<file path="src/rtl/idma_inst64_decode.sv">
// inst64 DMA frontend decode/issue: stages copy configuration, launches backend requests, answers status queries.
// Optional define IDMA_INST64_DECODE_USER_EN adds the DMUSER register feeding be_req_user_o.
module idma_inst64_decode #(
    parameter int unsigned AddrWidth = 48,
    parameter int unsigned IdWidth   = 5,
    parameter int unsigned TfIdWidth = 32
) (
    input  logic                 clk_i,
    input  logic                 rst_i,
    input  logic                 acc_req_valid_i,
    output logic                 acc_req_ready_o,
    input  logic [31:0]          acc_req_op_i,
    input  logic [63:0]          acc_req_arga_i,
    input  logic [63:0]          acc_req_argb_i,
    input  logic [IdWidth-1:0]   acc_req_id_i,
    output logic                 acc_rsp_valid_o,
    input  logic                 acc_rsp_ready_i,
    output logic [63:0]          acc_rsp_data_o,
    output logic [IdWidth-1:0]   acc_rsp_id_o,
    output logic                 be_req_valid_o,
    input  logic                 be_req_ready_i,
    output logic [AddrWidth-1:0] be_req_src_o,
    output logic [AddrWidth-1:0] be_req_dst_o,
    output logic [AddrWidth-1:0] be_req_len_o,
    output logic [AddrWidth-1:0] be_req_src_stride_o,
    output logic [AddrWidth-1:0] be_req_dst_stride_o,
    output logic [AddrWidth-1:0] be_req_reps_o,
    output logic                 be_req_decouple_o,
    output logic                 be_req_2d_o,
    output logic [63:0]          be_req_user_o,
    input  logic                 be_done_i
);

    // OP-CUSTOM1 (0x2b) encodings; config ops also require rd == 0.
    localparam logic [31:0] MaskRd   = 32'hfe00_707f;
    localparam logic [31:0] MaskCfg  = 32'hfe00_7fff;
    localparam logic [31:0] MaskRep  = 32'hfff0_7fff;
    localparam logic [31:0] MatchSrc   = 32'h0000_002b;
    localparam logic [31:0] MatchDst   = 32'h0200_002b;
    localparam logic [31:0] MatchCpyi  = 32'h0400_002b;
    localparam logic [31:0] MatchCpy   = 32'h0600_002b;
    localparam logic [31:0] MatchStati = 32'h0800_002b;
    localparam logic [31:0] MatchStat  = 32'h0a00_002b;
    localparam logic [31:0] MatchStr   = 32'h0c00_002b;
    localparam logic [31:0] MatchRep   = 32'h0e00_002b;

    typedef enum logic [1:0] {Idle, Launch, Resp} state_e;
    state_e state_q, state_d;

    logic is_src, is_dst, is_str, is_rep, is_cpy, is_cpyi, is_stat, is_stati;
    logic is_copy, is_status;
    logic req_hs, be_hs;
    logic [1:0]  copy_cfg, status_sel;
    logic [63:0] status_val;

    logic [AddrWidth-1:0] src_q, dst_q, sstr_q, dstr_q, reps_q;
    logic [AddrWidth-1:0] be_src_q, be_dst_q, be_len_q, be_sstr_q, be_dstr_q, be_reps_q;
    logic                 be_decouple_q, be_2d_q;
    logic [63:0]          rsp_data_q;
    logic [IdWidth-1:0]   rsp_id_q;
    logic [TfIdWidth-1:0] next_id, completed_id;

    assign is_src   = (acc_req_op_i & MaskCfg) == MatchSrc;
    assign is_dst   = (acc_req_op_i & MaskCfg) == MatchDst;
    assign is_str   = (acc_req_op_i & MaskCfg) == MatchStr;
    assign is_rep   = (acc_req_op_i & MaskRep) == MatchRep;
    assign is_cpyi  = (acc_req_op_i & MaskRd)  == MatchCpyi;
    assign is_cpy   = (acc_req_op_i & MaskRd)  == MatchCpy;
    assign is_stati = (acc_req_op_i & MaskRd)  == MatchStati;
    assign is_stat  = (acc_req_op_i & MaskRd)  == MatchStat;
    assign is_copy   = is_cpy | is_cpyi;
    assign is_status = is_stat | is_stati;

    assign copy_cfg   = is_cpy  ? acc_req_argb_i[1:0] : acc_req_op_i[21:20];
    assign status_sel = is_stat ? acc_req_argb_i[1:0] : acc_req_op_i[21:20];

    assign req_hs = acc_req_valid_i & acc_req_ready_o;
    assign be_hs  = be_req_valid_o & be_req_ready_i;

    logic unused_arg_hi;
    assign unused_arg_hi = ^{acc_req_arga_i[63:AddrWidth], acc_req_argb_i[63:AddrWidth]};

    always_comb begin
        status_val = '0;
        unique case (status_sel)
            2'd0: status_val = 64'(completed_id);
            2'd1: status_val = 64'(next_id);
            2'd2: status_val = {63'd0, (completed_id != next_id) | be_req_valid_o};
            default: status_val = {63'd0, be_req_valid_o};
        endcase
    end

    always_comb begin
        state_d         = state_q;
        acc_req_ready_o = 1'b0;
        be_req_valid_o  = 1'b0;
        acc_rsp_valid_o = 1'b0;
        unique case (state_q)
            Idle: begin
                acc_req_ready_o = 1'b1;
                if (acc_req_valid_i) begin
                    if (is_copy)        state_d = Launch;
                    else if (is_status) state_d = Resp;
                end
            end
            Launch: begin
                be_req_valid_o = 1'b1;
                if (be_req_ready_i) state_d = Resp;
            end
            Resp: begin
                acc_rsp_valid_o = 1'b1;
                if (acc_rsp_ready_i) state_d = Idle;
            end
            default: state_d = Idle;
        endcase
    end

    always_ff @(posedge clk_i) begin
        if (rst_i) begin
            state_q <= Idle;
        end else begin
            state_q <= state_d;
        end
    end

    always_ff @(posedge clk_i) begin
        if (rst_i) begin
            src_q         <= '0;
            dst_q         <= '0;
            sstr_q        <= '0;
            dstr_q        <= '0;
            reps_q        <= '0;
            be_src_q      <= '0;
            be_dst_q      <= '0;
            be_len_q      <= '0;
            be_sstr_q     <= '0;
            be_dstr_q     <= '0;
            be_reps_q     <= '0;
            be_decouple_q <= 1'b0;
            be_2d_q       <= 1'b0;
            rsp_data_q    <= '0;
            rsp_id_q      <= '0;
        end else begin
            if (req_hs) begin
                if (is_src) src_q <= AddrWidth'({acc_req_argb_i[31:0], acc_req_arga_i[31:0]});
                if (is_dst) dst_q <= AddrWidth'({acc_req_argb_i[31:0], acc_req_arga_i[31:0]});
                if (is_str) begin
                    sstr_q <= AddrWidth'(acc_req_arga_i);
                    dstr_q <= AddrWidth'(acc_req_argb_i);
                end
                if (is_rep) reps_q <= AddrWidth'(acc_req_arga_i);
                // Without 2D the backend expects a single repetition and zero strides.
                if (is_copy) begin
                    be_src_q      <= src_q;
                    be_dst_q      <= dst_q;
                    be_len_q      <= AddrWidth'(acc_req_arga_i);
                    be_sstr_q     <= copy_cfg[1] ? sstr_q : '0;
                    be_dstr_q     <= copy_cfg[1] ? dstr_q : '0;
                    be_reps_q     <= copy_cfg[1] ? reps_q : AddrWidth'(1);
                    be_decouple_q <= copy_cfg[0];
                    be_2d_q       <= copy_cfg[1];
                    rsp_id_q      <= acc_req_id_i;
                end
                if (is_status) begin
                    rsp_data_q <= status_val;
                    rsp_id_q   <= acc_req_id_i;
                end
            end
            if (be_hs) rsp_data_q <= 64'(next_id);
        end
    end

    // A done with nothing outstanding is spurious and must not overtake next_id.
    always_ff @(posedge clk_i) begin
        if (rst_i) begin
            next_id      <= '0;
            completed_id <= '0;
        end else begin
            if (be_hs) next_id <= next_id + TfIdWidth'(1);
            if (be_done_i && (completed_id != next_id)) completed_id <= completed_id + TfIdWidth'(1);
        end
    end

`ifdef IDMA_INST64_DECODE_USER_EN
    localparam logic [31:0] MatchUser = 32'h1000_002b;
    logic        is_user;
    logic [63:0] user_q, be_user_q;
    assign is_user = (acc_req_op_i & MaskCfg) == MatchUser;

    always_ff @(posedge clk_i) begin
        if (rst_i) begin
            user_q    <= '0;
            be_user_q <= '0;
        end else if (req_hs) begin
            if (is_user) user_q <= {acc_req_argb_i[31:0], acc_req_arga_i[31:0]};
            if (is_copy) be_user_q <= user_q;
        end
    end
    assign be_req_user_o = be_user_q;
`else
    assign be_req_user_o = '0;
`endif

    assign acc_rsp_data_o      = rsp_data_q;
    assign acc_rsp_id_o        = rsp_id_q;
    assign be_req_src_o        = be_src_q;
    assign be_req_dst_o        = be_dst_q;
    assign be_req_len_o        = be_len_q;
    assign be_req_src_stride_o = be_sstr_q;
    assign be_req_dst_stride_o = be_dstr_q;
    assign be_req_reps_o       = be_reps_q;
    assign be_req_decouple_o   = be_decouple_q;
    assign be_req_2d_o         = be_2d_q;

endmodule

</file>
<file path="config.mk">
export PLATFORM = sky130hd
export DESIGN_NAME = idma_inst64_decode
export DESIGN_NICKNAME = d
export VERILOG_FILES = /design/src/rtl/idma_inst64_decode.sv
export SDC_FILE = /design/constraint.sdc
export NUM_CORES = 1
export LEC_CHECK = 0
export BUFFER_PORTS_ARGS = -buffer_cell sky130_fd_sc_hd__buf_2
export CAP_MARGIN = 20
export CORE_AREA = 2 2 235 237
export DETAILED_ROUTE_END_ITERATION = 16
export DIE_AREA = 0 0 237 239
export HOLD_SLACK_MARGIN = 0.1
export PLACE_DENSITY = 0.78
export SETUP_SLACK_MARGIN = 0.2
export SYNTH_ARGS = -nofsm -noshare
export SYNTH_HDL_FRONTEND = slang
export SYNTH_SLANG_ARGS = --single-unit
</file>
<file path="constraint.sdc">
create_clock -name clk_i -period 3.05 [get_ports clk_i]
set_clock_uncertainty 0.2 [all_clocks]
set_input_delay 0.1525 -clock clk_i [delete_from_list [all_inputs] [get_ports clk_i]]
set_output_delay 0.1525 -clock clk_i [all_outputs]
set_load 0.05 [all_outputs]
</file>
==> impl_metrics.json <==
{
  "status": "finished clean",
  "hold_viol": 0,
  "rrSetupSlack_ps": 270,
  "hp-start": "acc_req_op_i[12]",
  "tritoncts": "done",
  "finalSetupTns_ps": 0,
  "synth_cell_types": 53,
  "synth_ff_type": "dfxtp_1",
  "clkTransAtPathRegs_ps": 60,
  "cts_max_path_buffers": 3,
  "row_count": 86,
  "p_seq_frac": 0.481,
  "yosysSeqAreaShare": 0.532,
  "holdPathStages": 6,
  "yosys-top-cells-area": "dfxtp_1 53%, nand2_1 12%, a21oi_1 8.3%, a22oi_1 4.5%, nor2_1 3.5%",
  "vdd_ir_drop_max_mv": 0.438,
  "routed_via_density": 5.25,
  "place_congestion": 0.866,
  "htreeDepth": 3,
  "final-max-slew-violation-count": 0,
  "fin_hold_ws_ps": 152,
  "initial_core_util": 0.438,
  "crit_path_end_kind": "flop",
  "coreArea_um2": 54300,
  "max_slew.worst_pin.slew_ps": 1350,
  "power_density_nw_per_um2": 576,
  "cts_buffers": 67,
  "antenna_found_initial": 1,
  "min_to": "acc_rsp_data_o[0]$_SDFFE_PP0P_",
  "firstDrtPassIters": 5,
  "r2r-start": "state_q[1]$_SDFFE_PP0P_",
  "power_mw": 17.2,
  "worst-path-max-fanout": 11,
  "first_iter_violations": 1759,
  "rsz0062_at_grt": "yes",
  "ant_nets": 0,
  "synth_common_cells": "793 x nand2_1, 633 x dfxtp_1, 396 x a21oi_1, 225 x nor2_1, 175 x clkbuf_1",
  "drive_above_1_share": 0.193,
  "timing.final.setup_violations": 0,
  "area_growth_syn_to_layout_pct": 25.4,
  "syn_area_per_cell_um2": 8.36,
  "overflow": 0,
  "synth_area_um2": 23800,
  "ys_seq_elements": 633,
  "ios": 597,
  "fin_crit_sh": 0.913,
  "synthCells": 2850,
  "period_needed_ps": 2780,
  "comb_power_share": 0.042,
  "yosysWarnings": 0,
  "fmax_mhz": 359,
  "pwr-share-clk": 0.477,
  "die_h_um": 239,
  "port_buffers": 463,
  "dieArea_um2": 56600,
  "cp-start-kind": "flop",
  "yosysMostFrequentCell": "nand2_1",
  "yosysTopAreaCell": "dfxtp_1",
  "vias": 21500,
  "dpl.hpwl_mm": 42.8,
  "grt_max_degree": 209,
  "grt_pass1_vias": 20000,
  "drt-total-wl_mm": 72.4,
  "drc_errors": 0,
  "p_leak_nw": 12.0,
  "cp-startpoint": "state_q[1]$_SDFFE_PP0P_",
  "synth_edf_count": 0,
  "die_w_um": 237,
  "fin_nets": 3509,
  "synth_top_area_share": 0.532,
  "clkSinkCount": 633,
  "worstPathArrival_ps": 3090,
  "cap_violations": 0,
  "r2r_end": "src_q[34]$_SDFFE_PP0P_",
  "hp-class": "input pin to flop",
  "reg2regPathDepth": 9,
  "critPathKind": "flop to flop",
  "p_sw_mw": 3.91,
  "grt_use_total": 0.241,
  "grt_pass1_wl_mm": 109,
  "wire_per_inst_um": 17.7,
  "async_reset_ff_frac": 0,
  "relSlewSlack": 0.0969,
  "num-fill-cells": 4689,
  "p_int_mw": 13.3,
  "switching_share": 0.228,
  "cts-root-buf": "clkbuf_16",
  "clk_latency_ps": 590,
  "cp.required_ps": 3360
}
-- layout by cell type (no fill, tap or decap), types with 10 or more instances in the layout --
master / n
nand2_1: 793
dfxtp_1: 632
buf_2: 462
a21oi_1: 394
nor2_1: 222
a22oi_1: 143
dlygate4sd3_1: 124
conb_1: 96
clkbuf_16: 68
xor2_1: 48
and2_1: 34
a221o_1: 31
nand3_1: 30
buf_4: 27
nor2b_1: 23
xnor2_1: 20
nand4_1: 18
mux2_2: 18
and3_1: 14
nor3_1: 13
clkbuf_8: 13
buf_12: 13
clkinv_2: 12
clkbuf_1: 11
nor4_1: 10
mux2i_1: 10
inv_1: 10
-- stage by stage --
stage          cells  instance area [µm²]  setup WS [ps]   util
6_report        4093                29900            267  0.549
5_1_grt         4092                29900            174  0.549
4_1_cts         4083                29800            235  0.548
3_5_place_dp    3839                26300            352  0.484
3_3_place_gp    3839                26300            371  0.484
2_1_floorplan   2945                24200            362      -
-- critical path: stages, from the launching register on --
cell	delay (ps)
dfxtp_1	370
nor2_2	130
nand2_1	130
or4_4	580
nor4_4	160
buf_4	170
clkbuf_16	180
nand2_1	60
dlygate4sd3_1	560
a21oi_1	150
-- state kept, by name, summed over array words and instances (netlist names), 48 cells and up --
name / count
be_req_src_stride_o: 48
dst_q: 48
dstr_q: 48
be_req_dst_stride_o: 48
sstr_q: 48
be_req_src_o: 48
reps_q: 48
be_req_dst_o: 48
src_q: 48
be_req_reps_o: 48
be_req_len_o: 48
-- layer usage --
layer	GRT usage	wire, µm
met5	0	0
met4	0.130	3450
met3	0.0510	5030
met2	0.388	33900
met1	0.302	30000
-- layout make-up --
class / instances / area, µm² / share of cell area
clock inverters: 29 / 325 / 0.0109
repair buffers: 631 / 4090 / 0.137
clock buffers: 91 / 1900 / 0.0635
diodes: 2 / 5.00 / 0.000168
well taps: 704 / 881 / 0.0295
inverters: 10 / 37.5 / 0.00126
flip-flops and latches: 633 / 12700 / 0.424
multi-input cells: 1993 / 9940 / 0.333
-- repair_timing --
action	4_1_cts	5_1_grt
buffers inserted	0	5
setup endpoints to repair	0	20
hold endpoints to repair	417	0
hold buffers	124	0
gates resized for setup	0	5
-- power by group through the flow --
stage	sequential [mW]	combinational (mW)	clock [mW]
after floorplan	8.45	0.490	0
after CTS	8.27	0.713	8.36
final	8.27	0.729	8.20
after global placement	8.45	0.598	0
after global routing	8.26	0.767	8.69
after detailed placement	8.45	0.595	0
-- worst max-delay path by stage --
stage / end / slack (ps) / cells after the start
6_report: src_q[34]$_SDFFE_PP0P_ / 270 / 9
2_1_floorplan: sstr_q[10]$_SDFFE_PP0P_ / 360 / 9
4_1_cts: src_q[34]$_SDFFE_PP0P_ / 230 / 8
5_1_grt: src_q[47]$_SDFFE_PP0P_ / 170 / 9
3_3_place_gp: dstr_q[3]$_SDFFE_PP0P_ / 370 / 8
3_5_place_dp: dstr_q[35]$_SDFFE_PP0P_ / 350 / 8
-- kinds of logic after synthesis --
kind of cell | after synthesis | share of synthesized area
simple gates | 1202 | 0.211
xor+xnor | 68 | 0.0250
other cells | 1 | 0.000157
buf+inv | 319 | 0.0687
compound gates | 595 | 0.149
flops | 633 | 0.532
mux | 30 | 0.0137
fa+ha+maj | 2 | 0.00105
(Power assumes the default switching activity.)
